$ cat src/rtl/reg_arbiter_pkg.sv
// -----------------------------------------------------------------------------
// reg_arbiter_pkg
// Shared types for the register-bus arbiter:
//   state_e    - arbiter FSM state (Idle, Busy)
//   reg_req_t  - default register-bus request  (addr, write, wdata, wstrb, valid)
//   reg_rsp_t  - default register-bus response (rdata, error, ready)
// -----------------------------------------------------------------------------
package reg_arbiter_pkg;

    localparam int unsigned AddrWidth = 32;
    localparam int unsigned DataWidth = 32;
    localparam int unsigned StrbWidth = DataWidth / 8;

    typedef enum logic {
        Idle = 1'b0,
        Busy = 1'b1
    } state_e;

    typedef struct packed {
        logic [AddrWidth-1:0] addr;
        logic                 write;
        logic [DataWidth-1:0] wdata;
        logic [StrbWidth-1:0] wstrb;
        logic                 valid;
    } reg_req_t;

    typedef struct packed {
        logic [DataWidth-1:0] rdata;
        logic                 error;
        logic                 ready;
    } reg_rsp_t;

endpackage

$ cat src/rtl/reg_arbiter_pick.sv
// -----------------------------------------------------------------------------
// reg_arbiter_pick
// Combinational rotating priority picker. The search starts at i_ptr and moves
// upward with wrap-around; the first set bit of i_valid wins.
// Ports:
//   i_valid [NumPorts] - request vector
//   i_ptr   [IdxW]     - index with highest priority (tie to 0 for fixed priority)
//   o_idx   [IdxW]     - winning index (0 when nothing is valid)
//   o_any              - at least one request is valid
// -----------------------------------------------------------------------------
module reg_arbiter_pick #(
    parameter int unsigned NumPorts = 2,
    parameter int unsigned IdxW     = (NumPorts > 1) ? $clog2(NumPorts) : 1
) (
    input  logic [NumPorts-1:0] i_valid,
    input  logic [IdxW-1:0]     i_ptr,
    output logic [IdxW-1:0]     o_idx,
    output logic                o_any
);

    // Rotated view: bit k corresponds to port (i_ptr + k) mod NumPorts.
    logic [NumPorts-1:0] w_rot;

    // i_ptr + off, wrapped into [0, NumPorts). One extra bit holds the carry.
    function automatic logic [IdxW-1:0] wrap_add(input logic [IdxW-1:0] base, input int off);
        logic [IdxW:0] s;
        s = {1'b0, base} + (IdxW+1)'(off);
        if (s >= (IdxW+1)'(NumPorts)) begin
            s = s - (IdxW+1)'(NumPorts);
        end
        return s[IdxW-1:0];
    endfunction

    always_comb begin
        // NOTE: every output of a combinational block gets a default first so
        // no path leaves it unassigned and no latch is inferred.
        w_rot = NumPorts'({i_valid, i_valid} >> i_ptr);
        o_idx = '0;
        o_any = 1'b0;
        // Scan from the far end so the offset closest to i_ptr is written last.
        for (int k = NumPorts - 1; k >= 0; k--) begin
            if (w_rot[k]) begin
                o_idx = wrap_add(i_ptr, k);
                o_any = 1'b1;
            end
        end
    end

endmodule

$ cat src/rtl/reg_arbiter.sv
// -----------------------------------------------------------------------------
// reg_arbiter
// Shares one register-bus slave port among NumPorts masters. One transaction at
// a time: a winner is picked in Idle, held through Busy until the slave raises
// ready, then an Idle bubble cycle follows.
// Build option:
//   REG_ARBITER_RR_EN defined   - round-robin arbitration
//   REG_ARBITER_RR_EN undefined - fixed priority, lowest valid index wins
// Ports:
//   clk_i, rst_ni          - clock (rising edge), async active-low reset
//   mst_req_i [NumPorts]   - master requests
//   mst_rsp_o [NumPorts]   - master responses (rdata/error broadcast, ready to winner)
//   slv_req_o              - request to the shared slave (valid only while Busy)
//   slv_rsp_i              - response from the shared slave
//   busy_o                 - a grant is active
//   gnt_idx_o              - current or most recent grant index
// -----------------------------------------------------------------------------
module reg_arbiter
    import reg_arbiter_pkg::*;
#(
    parameter int unsigned NumPorts = 2,
    parameter type         req_t    = reg_req_t,
    parameter type         rsp_t    = reg_rsp_t,
    localparam int unsigned IdxW    = (NumPorts > 1) ? $clog2(NumPorts) : 1
) (
    input  logic            clk_i,
    input  logic            rst_ni,
    input  req_t            mst_req_i [NumPorts],
    output rsp_t            mst_rsp_o [NumPorts],
    output req_t            slv_req_o,
    input  rsp_t            slv_rsp_i,
    output logic            busy_o,
    output logic [IdxW-1:0] gnt_idx_o
);

    state_e              r_state;
    state_e              w_state_d;
    logic [IdxW-1:0]     r_gnt;
    logic [IdxW-1:0]     w_gnt_d;
    logic [NumPorts-1:0] w_valid;
    logic [IdxW-1:0]     w_pick_ptr;
    logic [IdxW-1:0]     w_win;
    logic                w_any;

    always_comb begin
        w_valid = '0;
        for (int i = 0; i < NumPorts; i++) begin
            w_valid[i] = mst_req_i[i].valid;
        end
    end

    reg_arbiter_pick #(
        .NumPorts (NumPorts),
        .IdxW     (IdxW)
    ) u_pick (
        .i_valid (w_valid),
        .i_ptr   (w_pick_ptr),
        .o_idx   (w_win),
        .o_any   (w_any)
    );

`ifdef REG_ARBITER_RR_EN
    // Round-robin: the port after the last winner gets top priority next time.
    logic [IdxW-1:0] r_ptr;
    logic [IdxW-1:0] w_ptr_d;

    assign w_pick_ptr = r_ptr;

    always_comb begin
        w_ptr_d = r_ptr;
        if (r_state == Idle && w_any) begin
            w_ptr_d = (w_win == IdxW'(NumPorts - 1)) ? '0 : w_win + IdxW'(1);
        end
    end

    always_ff @(posedge clk_i or negedge rst_ni) begin
        if (!rst_ni) begin
            r_ptr <= '0;
        end else begin
            r_ptr <= w_ptr_d;
        end
    end
`else
    assign w_pick_ptr = '0;
`endif

    // Next-state logic. Only the state leaves Busy on slave ready; the granted
    // master's valid is not consulted, so a misbehaving master cannot abort.
    always_comb begin
        w_state_d = r_state;
        w_gnt_d   = r_gnt;
        case (r_state)
            Idle: begin
                if (w_any) begin
                    w_state_d = Busy;
                    w_gnt_d   = w_win;
                end
            end
            Busy: begin
                if (slv_rsp_i.ready) begin
                    w_state_d = Idle;
                end
            end
        endcase
    end

    always_ff @(posedge clk_i or negedge rst_ni) begin
        // NOTE: state registers use non-blocking assignments so every flop
        // samples pre-edge values regardless of statement order.
        if (!rst_ni) begin
            r_state <= Idle;
            r_gnt   <= '0;
        end else begin
            r_state <= w_state_d;
            r_gnt   <= w_gnt_d;
        end
    end

    // Request path depends only on master fields and registered state, never
    // on slv_rsp_i.
    always_comb begin
        slv_req_o       = mst_req_i[r_gnt];
        slv_req_o.valid = (r_state == Busy);
    end

    // rdata/error go to everyone; ready only reaches the granted port.
    always_comb begin
        for (int i = 0; i < NumPorts; i++) begin
            mst_rsp_o[i]       = slv_rsp_i;
            mst_rsp_o[i].ready = (r_state == Busy) && (r_gnt == IdxW'(i)) && slv_rsp_i.ready;
        end
    end

    assign busy_o    = (r_state == Busy);
    assign gnt_idx_o = r_gnt;

    // The granted master must hold valid until the slave answers.
    a_hold_valid : assert property (
        @(posedge clk_i) disable iff (!rst_ni) (r_state == Busy) |-> w_valid[r_gnt]
    );

endmodule

$ cat config.mk
export PLATFORM = sky130hd
export DESIGN_NAME = reg_arbiter
export DESIGN_NICKNAME = d
export VERILOG_FILES = /design/src/rtl/reg_arbiter_pkg.sv /design/src/rtl/reg_arbiter_pick.sv /design/src/rtl/reg_arbiter.sv
export SDC_FILE = /design/constraint.sdc
export NUM_CORES = 1
export LEC_CHECK = 0
export ABC_AREA = 1
export ABC_CLOCK_PERIOD_IN_PS = 2600
export CAP_MARGIN = 10
export CORE_AREA = 2 2 123 125
export CTS_CLUSTER_DIAMETER = 200
export DETAILED_ROUTE_END_ITERATION = 12
export DIE_AREA = 0 0 125 127
export DONT_BUFFER_PORTS = 1
export GPL_TIMING_DRIVEN = 0
export PLACE_DENSITY = 0.3
export SYNTH_ARGS = -nofsm -noshare
export SYNTH_HDL_FRONTEND = slang
export SYNTH_SLANG_ARGS = --single-unit
$ cat constraint.sdc
create_clock -name clk_i -period 2.6 [get_ports clk_i]
set_input_delay 0.26 -clock clk_i [delete_from_list [all_inputs] [get_ports clk_i]]
set_output_delay 0.26 -clock clk_i [all_outputs]
set_load 0.01 [all_outputs]
==> summary.md, run 1 <==
For this run, the leading register cell type out of synthesis is dfrtp_1. The area fraction of the dominant cell type after synthesis works out to 0.520. The total number of yosys warnings is 0.

For this design the static power due to leakage is 1.11 nW. In this run, synthesis inferred 0 flip-flops with an integrated enable. The tools report the count of endpoints failing hold in the final timing report as 0. The tools report the site row count as 44. Clock-pin slew was measured on the worst setup and hold paths at 0.03 ns.

The number of register bits inferred by synthesis came out at 2. VDD sags by at most 0.327 mV. Before antenna repair, the detailed router went through 5 iterations.

Max-cap violations in this run came to 0. The initial antenna violation count is 0, and the number of setup buffers added after CTS is 0. For the final database, setup skew stands at 0.00292 ns. At the worst endpoint, the arrival time is 1.33 ns. The max-slew violation total from the final report was 0; the final global-route overflow total was 0.

The path class of the tightest hold or removal check is in2reg. Timing-limited maximum frequency: 0.627 GHz. The tools report the overall die area as 15900 µm². The logs give 463 µW for the internal cell power and 1.67 ns for the reg-to-reg setup timing slack.

The logs give 0.810 for the worst max-slew margin expressed relative to the limit and 2 for the maximum clock insertion buffer count. In this run the power density over the cells is 536 nW/µm². The via count of the first global-routing pass came out at 1461.

Clock tree synthesis selected as its root buffer the cell clkbuf_16. 0 antenna diodes ended up in the layout. The vias per cell is 3.49, and the count of vias placed by the detailed router is 1712. The count of buffers from port buffering came out at 0. Of all cell types, the one taking the most synthesized area is nand2_1.

The worst setup path is of the reg2out kind. After synthesis, the netlist uses 9 different library cells. The share of async-settable or async-resettable flops after synthesis is 1.00.

The overall track demand over capacity in global routing is 0.0574. Counting tap cells, the placed design contains a total of 487 instances. Summed over all nets, the switching power comes to 514 µW. The worst path in the final design needs a cycle of 1.59 ns, including I/O delays and setup. For this run, design rule violations remaining after detail routing come to 0. nand2_1 is the most common cell in the netlist.

The clock net in this run drives a total of 2 sinks. The sequential fraction of design power was 0.047. The first global-routing pass estimated 7350 µm of wire.

The net count after synthesis was 479; the switching share of power was 0.526. During I/O placement, the number of pins put on the boundary was 316. After detailed routing, the average wire length per cell comes to 11.6 µm. For the pin with the worst max-slew slack, the measured transition is 0.285 ns. The layout cell share with drive strength beyond 1 is 0.280, and the area of the mapped netlist is 1510 µm². The combinational power share was 0.720; the required time at the endpoint of the critical path was 2.34 ns. In the synthesized netlist, the number of instances is 303. The flow ran to the end, and the final reports show no timing, DRC or antenna violations. TritonCTS built the clock tree. The logs give 0.126 for the post-layout utilization of the core and 977 µW for the overall power after layout. Setup total negative slack on the finished layout was measured at 0 ns.

For the number of buffers added to fix hold violations after cts, the log shows 1. Entering global routing, the biggest net connects 11 pins. Setup violations remaining at the end of the flow were counted as 0. The count of H-tree levels built during CTS came out at 1. Element type at the critical path end: an output port. In the synthesized netlist, the cells that appear most often are nand2_1, buf_4, buf_6. The number of standard cells in the layout, taps in and fillers out was 491. For the HPWL after detailed placement, the log shows 5140 µm. The nature of the critical path startpoint is a flip-flop.

The effective utilization at floorplan was 0.105; the final weighted congestion of routability-driven global placement was 0.752. At the later pin of the worst-skew pair, clock insertion delay measures 0.22 ns. The total detailed-routing wirelength is 5720 µm, and the clock buffer count from CTS is 3.

By area the synthesized netlist is led by nand2_1, buf_4, buf_6, dfrtp_1, buf_2. In the final design database the tool counted 485 nets. The quantity of gates resized following cts is 0. The average cell area after synthesis is 4.98 µm², and the power share of the clock group is 0.232. The maximum fanout count along the critical path is 10. The post-route clock period utilization works out to 0.613. For this block, the initial DRC count from the detailed router was 44.

The floorplan step defined a core boundary enclosing 14400 µm². The die is 127 µm tall. Relative to the synthesized area, the layout overhead comes to 20.9%. Setup repair after global routing left no endpoint under its margin. Hold timing on the final database bottoms out at a slack of 0.186 ns. The count of nets left with antenna violations once routing finished came out at 0. The part of the Yosys area used for sequential elements came out at 0.0332. In this run the horizontal extent of the chip is 125 µm.
[critical path: stages (launching register included)]
cell,delay [ns]
dfrtp_1,0.43
buf_6,0.19
buf_2,0.24
nand2_1,0.11
nand2_1,0.14
[sequential cells by signal, summed over array words and instances (netlist names)]
name,flops
gnt_idx_o,1
busy_o,1
[through the flow]
stage | setup WS, ns | area (µm²)
floorplan | 1.45 | 1510
detailed placement | 1.18 | 1740
CTS | 0.941 | 1820
finish | 1.01 | 1820
global placement | 1.18 | 1740
global route | 0.895 | 1820
[power groups by stage]
stage	combinational, mW	sequential (mW)	clock [mW]
finish	0.704	0.0464	0.227
global route	0.785	0.0474	0.234
CTS	0.727	0.0470	0.232
detailed placement	0.723	0.0473	0
global placement	0.726	0.0473	0
floorplan	0.598	0.0432	0
[layer usage]
layer | vias to the layer above | global-route usage | wire [µm]
met4 | 0 | 0.00196 | 0
met1 | 719 | 0.0571 | 1860
li1 | 838 | - | -
met3 | 0 | 0.00754 | 549
met2 | 155 | 0.129 | 3310
met5 | - | 0 | 0
[path summary, 6_finish.rpt]
| kind | start | cells after the start | end |
|---|---|---|---|
| setup reg to reg | gnt_idx_o | 3 | gnt_idx_o |
| setup / recovery | gnt_idx_o | 4 | slv_req_o[10] |
| max in group asynchronous | rst_ni | 1 | busy_o |
| min in group asynchronous | rst_ni | 1 | gnt_idx_o |
| hold reg to reg | busy_o | 2 | gnt_idx_o |
| hold / removal | mst_req_i[0] | 2 | gnt_idx_o |
[placed cells by master (no fill, tap or decap)]
cell type,netlist,routed
buf_6,8,8
nor2_1,4,4
a21oi_1,2,2
inv_1,3,3
dfrtp_1,2,2
nand2_1,209,209
inv_6,1,1
buf_4,67,67
buf_2,7,7
clkbuf_16,0,3
dlygate4sd3_1,0,1
[logic make-up (layout without fill, tap and decap cells)]
group,Yosys count,after routing,synth area share
AND/OR/NAND/NOR,213,213,0.530
flip-flops,2,2,0.0332
AO/OA/AOI/OAI,2,2,0.00664
buffers and inverters,86,90,0.430
[cell type report]
class / count / area, µm²
inverters: 4 / 20.0
plain buffers: 82 / 628
flip-flops and latches: 2 / 50.0
repair buffers: 1 / 10.0
well taps: 184 / 230
multi-input cells: 215 / 810
clock buffers: 3 / 75.1
fillers: 1696 / 12600
(Power assumes the default switching activity.)
==> inputs of run 2 (changes only) <==
ABC_CLOCK_PERIOD_IN_PS = 1400   (was 2600)
clock period = 1.4 ns   (was 2.6 ns; I/O delays follow)
==> summary.md, run 2 (synthesis gave the netlist of run 1 again) <==
The via count of the first global-routing pass was 1479 (+1.2%). Count of buffers from port buffering: 0 (unchanged). The final layout net count is 485 (unchanged), and the post-route clock period utilization is 0.968.

The detail-routed net length per standard cell came out at 11.7 µm (+0.86%). The clock buffer count from CTS was 3 (unchanged). The iteration count of the initial detailed-routing pass was 4 (-1); the initial antenna violation count was 0 (unchanged).

The count of H-tree levels built during CTS came out at 1 (unchanged). Critical setup path kind: reg2out. The worst-skew pair later-pin latency is 0.22 ns (about the same). The library cell used most frequently in the layout, excluding fill and tap cells, is nand2_1. Count of vias placed by the detailed router: 1729 (+0.99%).

In the layout the commonest cells are nand2_1, buf_4, nand2_2. Site row count: 44 (unchanged). For the final weighted congestion of routability-driven global placement, the log shows 0.752 (unchanged). The number of cells after detailed placement came out at 487 (unchanged). The run gives 0 (unchanged) as the max-slew violation total from the final report. The worst setup path is captured at an output port. The clock transition time at the flip-flop clock pins of the worst setup and hold paths works out to 0.03 ns (about the same). The final global-route overflow total was 0 (unchanged). The HPWL after detailed placement was 5140 µm (unchanged). The flow ran to the end, and the final reports show no timing, DRC or antenna violations. The die outline width works out to 125 µm (unchanged). The run gives 0 (unchanged) as the final antenna diode count.

Clock skew: 0.00292 ns (-0.00000147 ns). The tools report the total detailed-routing wirelength as 5770 µm (+0.86%). In this run the worst hold path is classified as in2reg. The final non-filler cell area is 2000 µm² (+9.5%). The run gives 1680 (-0.94%) as the number of fillers in the final layout. The tools report the maximum clock insertion buffer count as 2 (unchanged). The most common cell type on the critical path is nand2_1.

The number of standard cells in the layout, taps in and fillers out was 491 (unchanged). Overall die height: 127 µm (unchanged). The tools report the overall die area as 15900 µm² (unchanged).

Grouping stages by cell kind, the critical path spends the most delay in flip-flops. The tools report the number of clock sinks as 2 (unchanged). The count of antenna-violating nets left after detailed routing was 0 (unchanged); the vias per cell was 3.52 (+0.99%).

For the maximum number of pins on one net before global-route repair, the log shows 11 (unchanged). Reported leakage power: 1.13 nW (+2.2%). The nature of the critical path startpoint is a flip-flop. Relative to the synthesized area, the layout overhead comes to 32.4%. The initial DRC count is 46 (+4.5%), and the layout cell share with drive strength beyond 1 is 0.407 (+0.127).

The run gives 1.22 ns (-0.11 ns) as the data arrival time of the critical path. The effective utilization at floorplan was 0.105 (unchanged); the maximum fanout count along the critical path was 10 (unchanged). The number of setup buffers added after CTS was 0 (unchanged).

The number of maximum-capacitance violations is 0 (unchanged), and the timing-limited maximum frequency is 0.738 GHz. Setup repair after global routing could not meet its margin everywhere. The critical path goes through buf_12 -> clkbuf_4 -> nand2_1 -> nand2_1. For the worst max-slew margin expressed relative to the limit, the log shows 0.818 (+0.00782). TritonCTS built the clock tree.

The instance area at placement came out at 1740 µm² (unchanged). Total core area: 14400 µm² (unchanged). The I/O pin count was 316 (unchanged); the delay of the slowest cell on the worst path was 0.42 ns (about the same). The minimum clock period is 1.36 ns. The slowest cell on the critical path is dfrtp_2. The clock root buffer was clkbuf_16. The tools report the wire length of the first global-routing pass as 7450 µm (+1.4%).

The overall track demand over capacity in global routing is 0.0584 (+0.00106), and the number of buffers and inverters on the critical path is 2 (unchanged). The final setup violation count is 0 (unchanged), and the slew at the pin with the worst max-slew slack is 0.273 ns (-0.0117 ns). The largest vdd supply drop was 0.614 mV (+88%); the power density over the cells was 1000 nW/µm² (+87%). The required time at the endpoint of the critical path came out at 1.26 ns (-1.08 ns).

The run gives 0 (unchanged) as the count of endpoints failing hold in the final timing report. For the DRC violation count after routing, the log shows 0 (unchanged).
-- run 2: repair_timing --
item,4_1_cts,5_1_grt
gates cloned,0,0
setup endpoints to repair,70,68
hold buffers,1,0
pin swaps,0,2
gates resized for setup,19,40
endpoints found under the hold margin,2,0
-- run 2: layer usage --
layer / track usage / wire, µm / vias to the layer above
met5: 0 / 0 / -
met4: 0.00196 / 0 / 0
met3: 0.00754 / 560 / 0
met2: 0.131 / 3410 / 159
met1: 0.0584 / 1800 / 734
li1: - / - / 836
-- run 2: stage by stage --
step / TNS, ns / worst slack [ns] / utilization / hold slack (ns) / power [mW]
finish: 0 / 0.0443 / 0.138 / 0.0620 / 2.00
global route: -0.231 / -0.0410 / 0.138 / 0.0768 / 2.17
CTS: -0.0812 / -0.0194 / 0.130 / 0.0658 / 1.94
detailed placement: 0 / 0.0974 / 0.120 / -0.155 / 1.43
global placement: 0 / 0.103 / 0.120 / -0.155 / 1.44
floorplan: 0 / 0.368 / - / -0.156 / 1.19
-- run 2: path summary, 6_finish.rpt --
| path | startpoint | end | slack, ns | cells past startpoint |
|---|---|---|---|---|
| setup / recovery | gnt_idx_o | slv_req_o[56] | 0.04 | 4 |
| hold / removal | mst_req_i[0] | gnt_idx_o | 0.06 | 2 |
| setup reg to reg | busy_o | busy_o | 0.48 | 3 |
| hold reg to reg | busy_o | gnt_idx_o | 0.68 | 2 |
| max in group asynchronous | rst_ni | gnt_idx_o | 1.08 | 1 |
| min in group asynchronous | rst_ni | gnt_idx_o | 0.17 | 1 |
-- run 2: layout make-up --
cell class              count  area [µm²]  share of cell area
plain buffers              82         683               0.342
clock buffers               3        75.1              0.0376
inverters                   4        41.3              0.0207
multi-input cells         215         905               0.453
flip-flops and latches      2        51.3              0.0257
well taps                 184         230               0.115
repair buffers              1        10.0             0.00502
-- run 2: report_power, final --
part	total (mW)	leakage (nW)	internal, mW	switching [mW]
sequential	0.0894	0.0218	0.0688	0.0206
combinational	1.49	1.07	0.544	0.943
clock	0.422	0.0370	0.363	0.0592
total	2.00	1.13	0.975	1.02
